<file path="src/rtl/de0_sweep_ctrl_pkg.sv">
// Shared types, widths and mode tables for the sweep controller.
// Mode k enumerates VEC_CNT[k] operand vectors.
package de0_training_pkg;

  typedef enum logic [1:0] {
    S_IDLE  = 2'd0,
    S_RUN   = 2'd1,
    S_DRAIN = 2'd2,
    S_DONE  = 2'd3
  } state_e;

  localparam int OPW   = 4;
  localparam int CSW   = 8;
  localparam int CNTW  = 10;
  localparam int NMODE = 4;

  localparam int unsigned VEC_CNT [NMODE] =
    '{16, 16, 256, 256};

  function automatic logic [7:0] mode_last(
    input logic [1:0] s
  );
    return 8'(VEC_CNT[s] - 1);
  endfunction

  // Lowest enabled mode >= from; bit 2 set means none.
  function automatic logic [2:0] find_mode(
    input logic [3:0] m,
    input logic [2:0] from
  );
    logic [2:0] r;
    r = 3'b100;
    for (int k = NMODE - 1; k >= 0; k--) begin
      if (m[k] && (3'(k) >= from)) begin
        r = 3'(k);
      end
    end
    return r;
  endfunction

endpackage

</file>
<file path="src/rtl/de0_sweep_ctrl_if.sv">
// Control bus between the sweep FSM and the vector
// generator: load/advance in, operands and last flag out.
interface de0_sweep_ctrl_if;
  import de0_training_pkg::*;

  logic           load;
  logic           adv;
  logic [3:0]     mask;
  logic [1:0]     sel;
  logic [OPW-1:0] din_0;
  logic [OPW-1:0] din_1;
  logic           last;

  modport ctrl (
    output load, adv, mask,
    input  sel, din_0, din_1, last
  );

  modport gen (
    input  load, adv, mask,
    output sel, din_0, din_1, last
  );

endinterface

</file>
<file path="src/rtl/de0_vec_gen.sv">
// Operand/mode counter: walks enabled modes in ascending
// order and flags the final vector of the sweep.
module de0_vec_gen
  import de0_training_pkg::*;
(
  input logic          clk,
  input logic          n_rst,
  de0_sweep_ctrl_if.gen vg
);

  logic [3:0] mask_q, mask_d;
  logic [1:0] sel_q, sel_d;
  logic [7:0] idx_q, idx_d;
  logic       mode_end;
  logic [2:0] nxt;
  logic [2:0] first;

  always_ff @(posedge clk or negedge n_rst) begin
    if (!n_rst) begin
      mask_q <= '0;
      sel_q  <= '0;
      idx_q  <= '0;
    end else begin
      mask_q <= mask_d;
      sel_q  <= sel_d;
      idx_q  <= idx_d;
    end
  end

  always_comb begin
    mask_d   = mask_q;
    sel_d    = sel_q;
    idx_d    = idx_q;
    mode_end = (idx_q == mode_last(sel_q));
    nxt      = find_mode(mask_q, {1'b0, sel_q} + 3'd1);
    first    = find_mode(vg.mask, 3'd0);
    if (vg.load) begin
      mask_d = vg.mask;
      sel_d  = first[1:0];
      idx_d  = '0;
    end else if (vg.adv) begin
      if (mode_end) begin
        idx_d = '0;
        if (!nxt[2]) begin
          sel_d = nxt[1:0];
        end
      end else begin
        idx_d = idx_q + 8'd1;
      end
    end
  end

  always_comb begin
    vg.sel   = sel_q;
    vg.last  = mode_end && nxt[2];
    vg.din_0 = '0;
    vg.din_1 = '0;
    unique case (sel_q)
      2'd0: vg.din_0 = idx_q[3:0];
      2'd1: vg.din_1 = idx_q[3:0];
      default: begin
        vg.din_0 = idx_q[7:4];
        vg.din_1 = idx_q[3:0];
      end
    endcase
  end

endmodule

</file>
<file path="src/rtl/de0_sweep_ctrl.sv">
// Datapath sweep controller: drives operand vectors,
// captures results after LAT clocks and accumulates them.
module de0_sweep_ctrl
  import de0_training_pkg::*;
#(
  parameter int LAT    = 1,
  parameter int D_SIZE = 2
) (
  input  logic            clk,
  input  logic            n_rst,
  input  logic            start,
  input  logic            abort,
  input  logic [3:0]      mode_mask,
  output logic [1:0]      sel,
  output logic [OPW-1:0]  din_0,
  output logic [OPW-1:0]  din_1,
  input  logic [OPW-1:0]  dout_in,
  output logic            busy,
  output logic            done,
  output logic [CSW-1:0]  checksum,
  output logic [CNTW-1:0] vec_cnt
);

  state_e          state_q, state_d;
  logic [1:0]      drn_q, drn_d;
  logic [LAT-1:0]  vld_q, vld_d;
  logic [CSW-1:0]  cs_q, cs_d;
  logic [CNTW-1:0] cnt_q, cnt_d;
  logic            load, adv, kill, cap;
  logic            run;

  de0_sweep_ctrl_if vg ();

  assign vg.load = load;
  assign vg.adv  = adv;
  assign vg.mask = mode_mask;

  de0_vec_gen u_gen (
    .clk   (clk),
    .n_rst (n_rst),
    .vg    (vg.gen)
  );

  always_ff @(posedge clk or negedge n_rst) begin
    if (!n_rst) begin
      state_q <= S_IDLE;
      drn_q   <= '0;
      vld_q   <= '0;
      cs_q    <= '0;
      cnt_q   <= '0;
    end else begin
      state_q <= state_d;
      drn_q   <= drn_d;
      vld_q   <= vld_d;
      cs_q    <= cs_d;
      cnt_q   <= cnt_d;
    end
  end

  always_comb begin
    state_d = state_q;
    drn_d   = drn_q;
    load    = 1'b0;
    adv     = 1'b0;
    kill    = 1'b0;
    unique case (state_q)
      S_IDLE: begin
        if (start) begin
          load    = 1'b1;
          state_d = (mode_mask == 4'd0) ? S_DONE : S_RUN;
        end
      end
      S_RUN: begin
        if (abort) begin
          kill    = 1'b1;
          state_d = S_IDLE;
        end else begin
          adv = 1'b1;
          if (vg.last) begin
            state_d = S_DRAIN;
            drn_d   = '0;
          end
        end
      end
      S_DRAIN: begin
        if (abort) begin
          kill    = 1'b1;
          state_d = S_IDLE;
        end else if (drn_q == 2'(LAT - 1)) begin
          state_d = S_DONE;
        end else begin
          drn_d = drn_q + 2'd1;
        end
      end
      S_DONE:  state_d = S_IDLE;
      default: state_d = S_IDLE;
    endcase
  end

  // Abort flushes the pipe and wins over a same-cycle capture.
  always_comb begin
    cap   = vld_q[LAT-1] && !kill;
    vld_d = kill ? '0 : LAT'({vld_q, adv});
    cs_d  = cs_q;
    cnt_d = cnt_q;
    if (load) begin
      cs_d  = '0;
      cnt_d = '0;
    end else if (cap) begin
      cs_d  = cs_q + CSW'(dout_in);
      cnt_d = cnt_q + CNTW'(1);
    end
  end

  assign run      = (state_q == S_RUN);
  assign busy     = run || (state_q == S_DRAIN);
  assign done     = (state_q == S_DONE);
  assign sel      = run ? vg.sel   : '0;
  assign din_0    = run ? vg.din_0 : '0;
  assign din_1    = run ? vg.din_1 : '0;
  assign checksum = cs_q;
  assign vec_cnt  = cnt_q;

endmodule

</file>
<file path="config.mk">
export PLATFORM = sky130hd
export DESIGN_NAME = de0_sweep_ctrl
export DESIGN_NICKNAME = d
export VERILOG_FILES = /design/src/rtl/de0_sweep_ctrl_pkg.sv /design/src/rtl/de0_sweep_ctrl_if.sv /design/src/rtl/de0_vec_gen.sv /design/src/rtl/de0_sweep_ctrl.sv
export SDC_FILE = /design/constraint.sdc
export NUM_CORES = 1
export LEC_CHECK = 0
export ABC_CLOCK_PERIOD_IN_PS = 2900
export BUFFER_PORTS_ARGS = -buffer_cell sky130_fd_sc_hd__buf_2
export CAP_MARGIN = 40
export CELL_PAD_IN_SITES_DETAIL_PLACEMENT = 1
export CELL_PAD_IN_SITES_GLOBAL_PLACEMENT = 2
export CORE_MARGIN = 1.5
export CORE_UTILIZATION = 33
export DETAILED_ROUTE_END_ITERATION = 10
export GPL_TIMING_DRIVEN = 0
export HOLD_SLACK_MARGIN = 0.15
export PLACE_DENSITY = 0.8
export SLEW_MARGIN = 0
export SYNTH_ARGS = -nofsm -noshare
export SYNTH_HDL_FRONTEND = slang
export SYNTH_SLANG_ARGS = --single-unit
export TNS_END_PERCENT = 10
</file>
<file path="constraint.sdc">
create_clock -name clk -period 2.9 [get_ports clk]
set_clock_uncertainty 0.05 [all_clocks]
set_input_delay 0.435 -clock clk [delete_from_list [all_inputs] [get_ports clk]]
set_output_delay 0.435 -clock clk [all_outputs]
set_load 0.02 [all_outputs]
</file>
==> summary.txt <==
FP Rows: 29
Hold Vio Cnt, Final: 0
Library cells used by synthesis: 39
Required @ worst endpoint: 3.03 ns
Htree depth: 2
All-layer global routing usage: 15.6%
Switch Pwr: 885 uW
GRT overflow: 0
FMAX: 408 MHz
WS Path Type: flip-flop to flip-flop
Total negative slack: 0 ns
Die Wd: 84.1 um
RSZ-0062 raised after global routing: no
Yosys warns: 0
Area Growth Syn to Fin: 20.4%
Number of global-route vias before repair: 1862
Largest net degree at the start of global routing: 35
Final nets: 317
Clock Path Buffers: 2
Least-Margin Pin Slew: 0.759 ns
Power density cells: 808 nW/um2
Antenna Nets Post-Route: 0
Synth top area cells: dfrtp_1, ha_1, nand2_1
Worst path top cell family by delay: compound AO/OA/AOI/OAI gates
EDFF count, synth: 0
Sequential power share: 34.8%
Reg2Reg Capture Point: state_q[0]
Pre-CTS WS: 0.453 ns
R2R setup slack: 0.45 ns
Avg Cell Area, Syn: 8.96 um2
Crit path cell chain: buf_6 > or4_4 > a221oi_4 > o221ai_2 > a21oi_2 > mux2_2
Clk slew on worst S/H paths: 0.08 ns
Worst reg2reg path depth: 6
Worst Setup SP: u_gen.idx_q[4]
Top FF cell, synth: dfrtp_1
Peak supply drop: 310 uV
Outcome: completed
Crit path buffers/inverters: 1
Register area share after synthesis: 41.5%
Placeable core area: 6350 um2
Global-route wire length before repair: 8870 um
Worst EP arrival: 2.58 ns
FF-to-FF Start: u_gen.idx_q[4]
CTS tree: built
Ports: 42
Final setup vio count: 0
Port Buffers: 41
Starting density of the core: 34.1%
GPL Wtd Cong: 0.757
Crit start category: flip-flop
Antenna violations before repair: 0
Switching share of power: 42.0%
Routed WL: 5130 um
Inst Count DP: 361
Slew margin rel.: 49.3%
Share of the synthesized area in the top cell type: 41.5%
Layout cell share with drive strength beyond 1: 20.5%
Worst min path class: input pin to flip-flop
Internal: 1.22 mW
Post-route minimum period: 2.45 ns
Tcrit/Tclk final: 84.5%
Crit path to: state_q[0]
Comb power frac: 43.9%
Async SR Flop Fraction: 100%
Final worst slack: 0.451 ns
Clock share of power: 21.3%
Post-Syn Instances: 242
1st-iter DRT viols: 61
Post-Synthesis Cell Area: 2170 um2
Syn nets: 267
LEAKAGE: 1.23 nW
Clk_lat worst skew: 0.29 ns
Synth cell count leaders: dfrtp_1, nand2_1, nor2_1, a21oi_1
Hold slack final: 0.341 ns
DRC viols: 0
Slew Viols, Final: 0
CP Capture Type: flip-flop
Routed WL per cell: 13.9 um
Slowest Stage Delay on Critical Path: 0.54 ns
CP max stage cell: or4_4
Die area: 7070 um2
Final std cells w/o fill: 370
Vias per std cell: 5.00
Sink Count: 36
Biggest area consumer among synthesized cells: dfrtp_1
Crit-path max FO: 9
First drt pass iteration count: 4
Postcts setup bufs: 0
CTS buffer count: 5
Diodes inserted: 0
Fin util: 41.1%
WP depth: 6
Final HPWL DP: 3830 um
Count leader, synth: dfrtp_1
Vias: 1850
Seq cells post-synth: 36
Max-Cap Viols: 0
Clock Tree Root: clkbuf_8
Die H: 84.1 um
-- final cells by class --
class	count	area, um2
multi-input cells	185	1180
inverters	13	48.8
fillers	784	3740
flip-flops and latches	36	901
well taps	77	96.3
repair buffers	43	235
clock buffers	5	68.8
plain buffers	8	41.3
clock inverters	3	42.5
-- cell usage in the layout, fill, tap and decap left out, types with 2 or more instances in the layout --
| cell | n |
|---|---|
| clkbuf_8 | 5 |
| or3_1 | 2 |
| inv_1 | 12 |
| a21oi_1 | 16 |
| clkbuf_1 | 6 |
| mux2i_1 | 2 |
| o22ai_1 | 2 |
| nand3_1 | 7 |
| and3_1 | 3 |
| xor2_1 | 11 |
| nand2_1 | 33 |
| dfrtp_1 | 36 |
| mux2_2 | 2 |
| nor3_1 | 5 |
| nor2b_1 | 6 |
| a221oi_4 | 2 |
| o21ai_0 | 9 |
| nand2b_1 | 4 |
| xnor2_1 | 5 |
| nand4_1 | 6 |
| ha_1 | 12 |
| buf_2 | 41 |
| a211oi_1 | 3 |
| nor2_1 | 31 |
| nor3b_1 | 3 |
| a22oi_1 | 3 |
| and2_1 | 7 |
-- registers in the layout (all words and copies together), names as in the netlist --
register / flops
checksum: 8
drn_q: 2
state_q: 2
u_gen.idx_q: 8
u_gen.mask_q: 3
u_gen.vg.sel: 2
vec_cnt: 10
vld_q: 1
-- power groups by stage --
stage | logic (mW) | clock network (mW) | registers (mW)
after global placement | 0.925 | 0 | 0.741
after CTS | 0.947 | 0.471 | 0.736
final | 0.926 | 0.449 | 0.735
after global routing | 1.05 | 0.489 | 0.756
after floorplan | 0.637 | 0 | 0.771
after detailed placement | 0.940 | 0 | 0.746
-- worst min-delay path by stage --
stage,start,cells after the start,endpoint,slack (ns)
2_1_floorplan,n_rst,0,checksum[0],0.09
3_3_place_gp,u_gen.mask_q[1],2,u_gen.mask_q[1],0.44
3_5_place_dp,n_rst,1,vec_cnt[5],0.20
4_1_cts,mode_mask[3],3,u_gen.mask_q[3],0.34
5_1_grt,mode_mask[3],3,u_gen.mask_q[3],0.36
6_report,mode_mask[3],3,u_gen.mask_q[3],0.34
-- metrics by stage --
stage          total power, mW  cell area, um2
2_1_floorplan             1.41            2170
3_3_place_gp              1.67            2470
3_5_place_dp              1.69            2490
4_1_cts                   2.15            2610
5_1_grt                   2.29            2610
6_report                  2.11            2610
-- kinds of logic (layout without fill, tap and decap cells) --
group	count (synthesis)	count (layout)	synth area share, %
flip-flops	36	36	41.5
AND/OR/NAND/NOR	109	109	23.9
adder cells (fa/ha/maj)	13	13	7.85
buffers and inverters	21	72	4.15
XOR/XNOR	16	16	6.46
multiplexers	4	4	1.96
AO/OA/AOI/OAI	43	43	14.1
-- worst reg2reg max path, stage by stage (launching register included) --
cell	delay, ns
dfrtp_1	0.37
buf_6	0.13
or4_4	0.54
a221oi_4	0.45
o221ai_2	0.23
a21oi_2	0.22
mux2_2	0.35
-- layer usage --
layer / GRT usage, % / share of wire [%] / vias up
met5: 0 / 0 / -
met4: 4.47 / 1.2 / 0
met3: 3.36 / 3.7 / 6
met2: 25.8 / 47 / 32
met1: 20.5 / 48 / 893
li1: - / - / 919
-- timing repair --
item                                    CTS  global route
endpoints found under the setup margin    0             0
resized for setup                         0             0
endpoints found under the hold margin    36             0
hold buffers                              1             0
(Power assumes the default switching activity.)
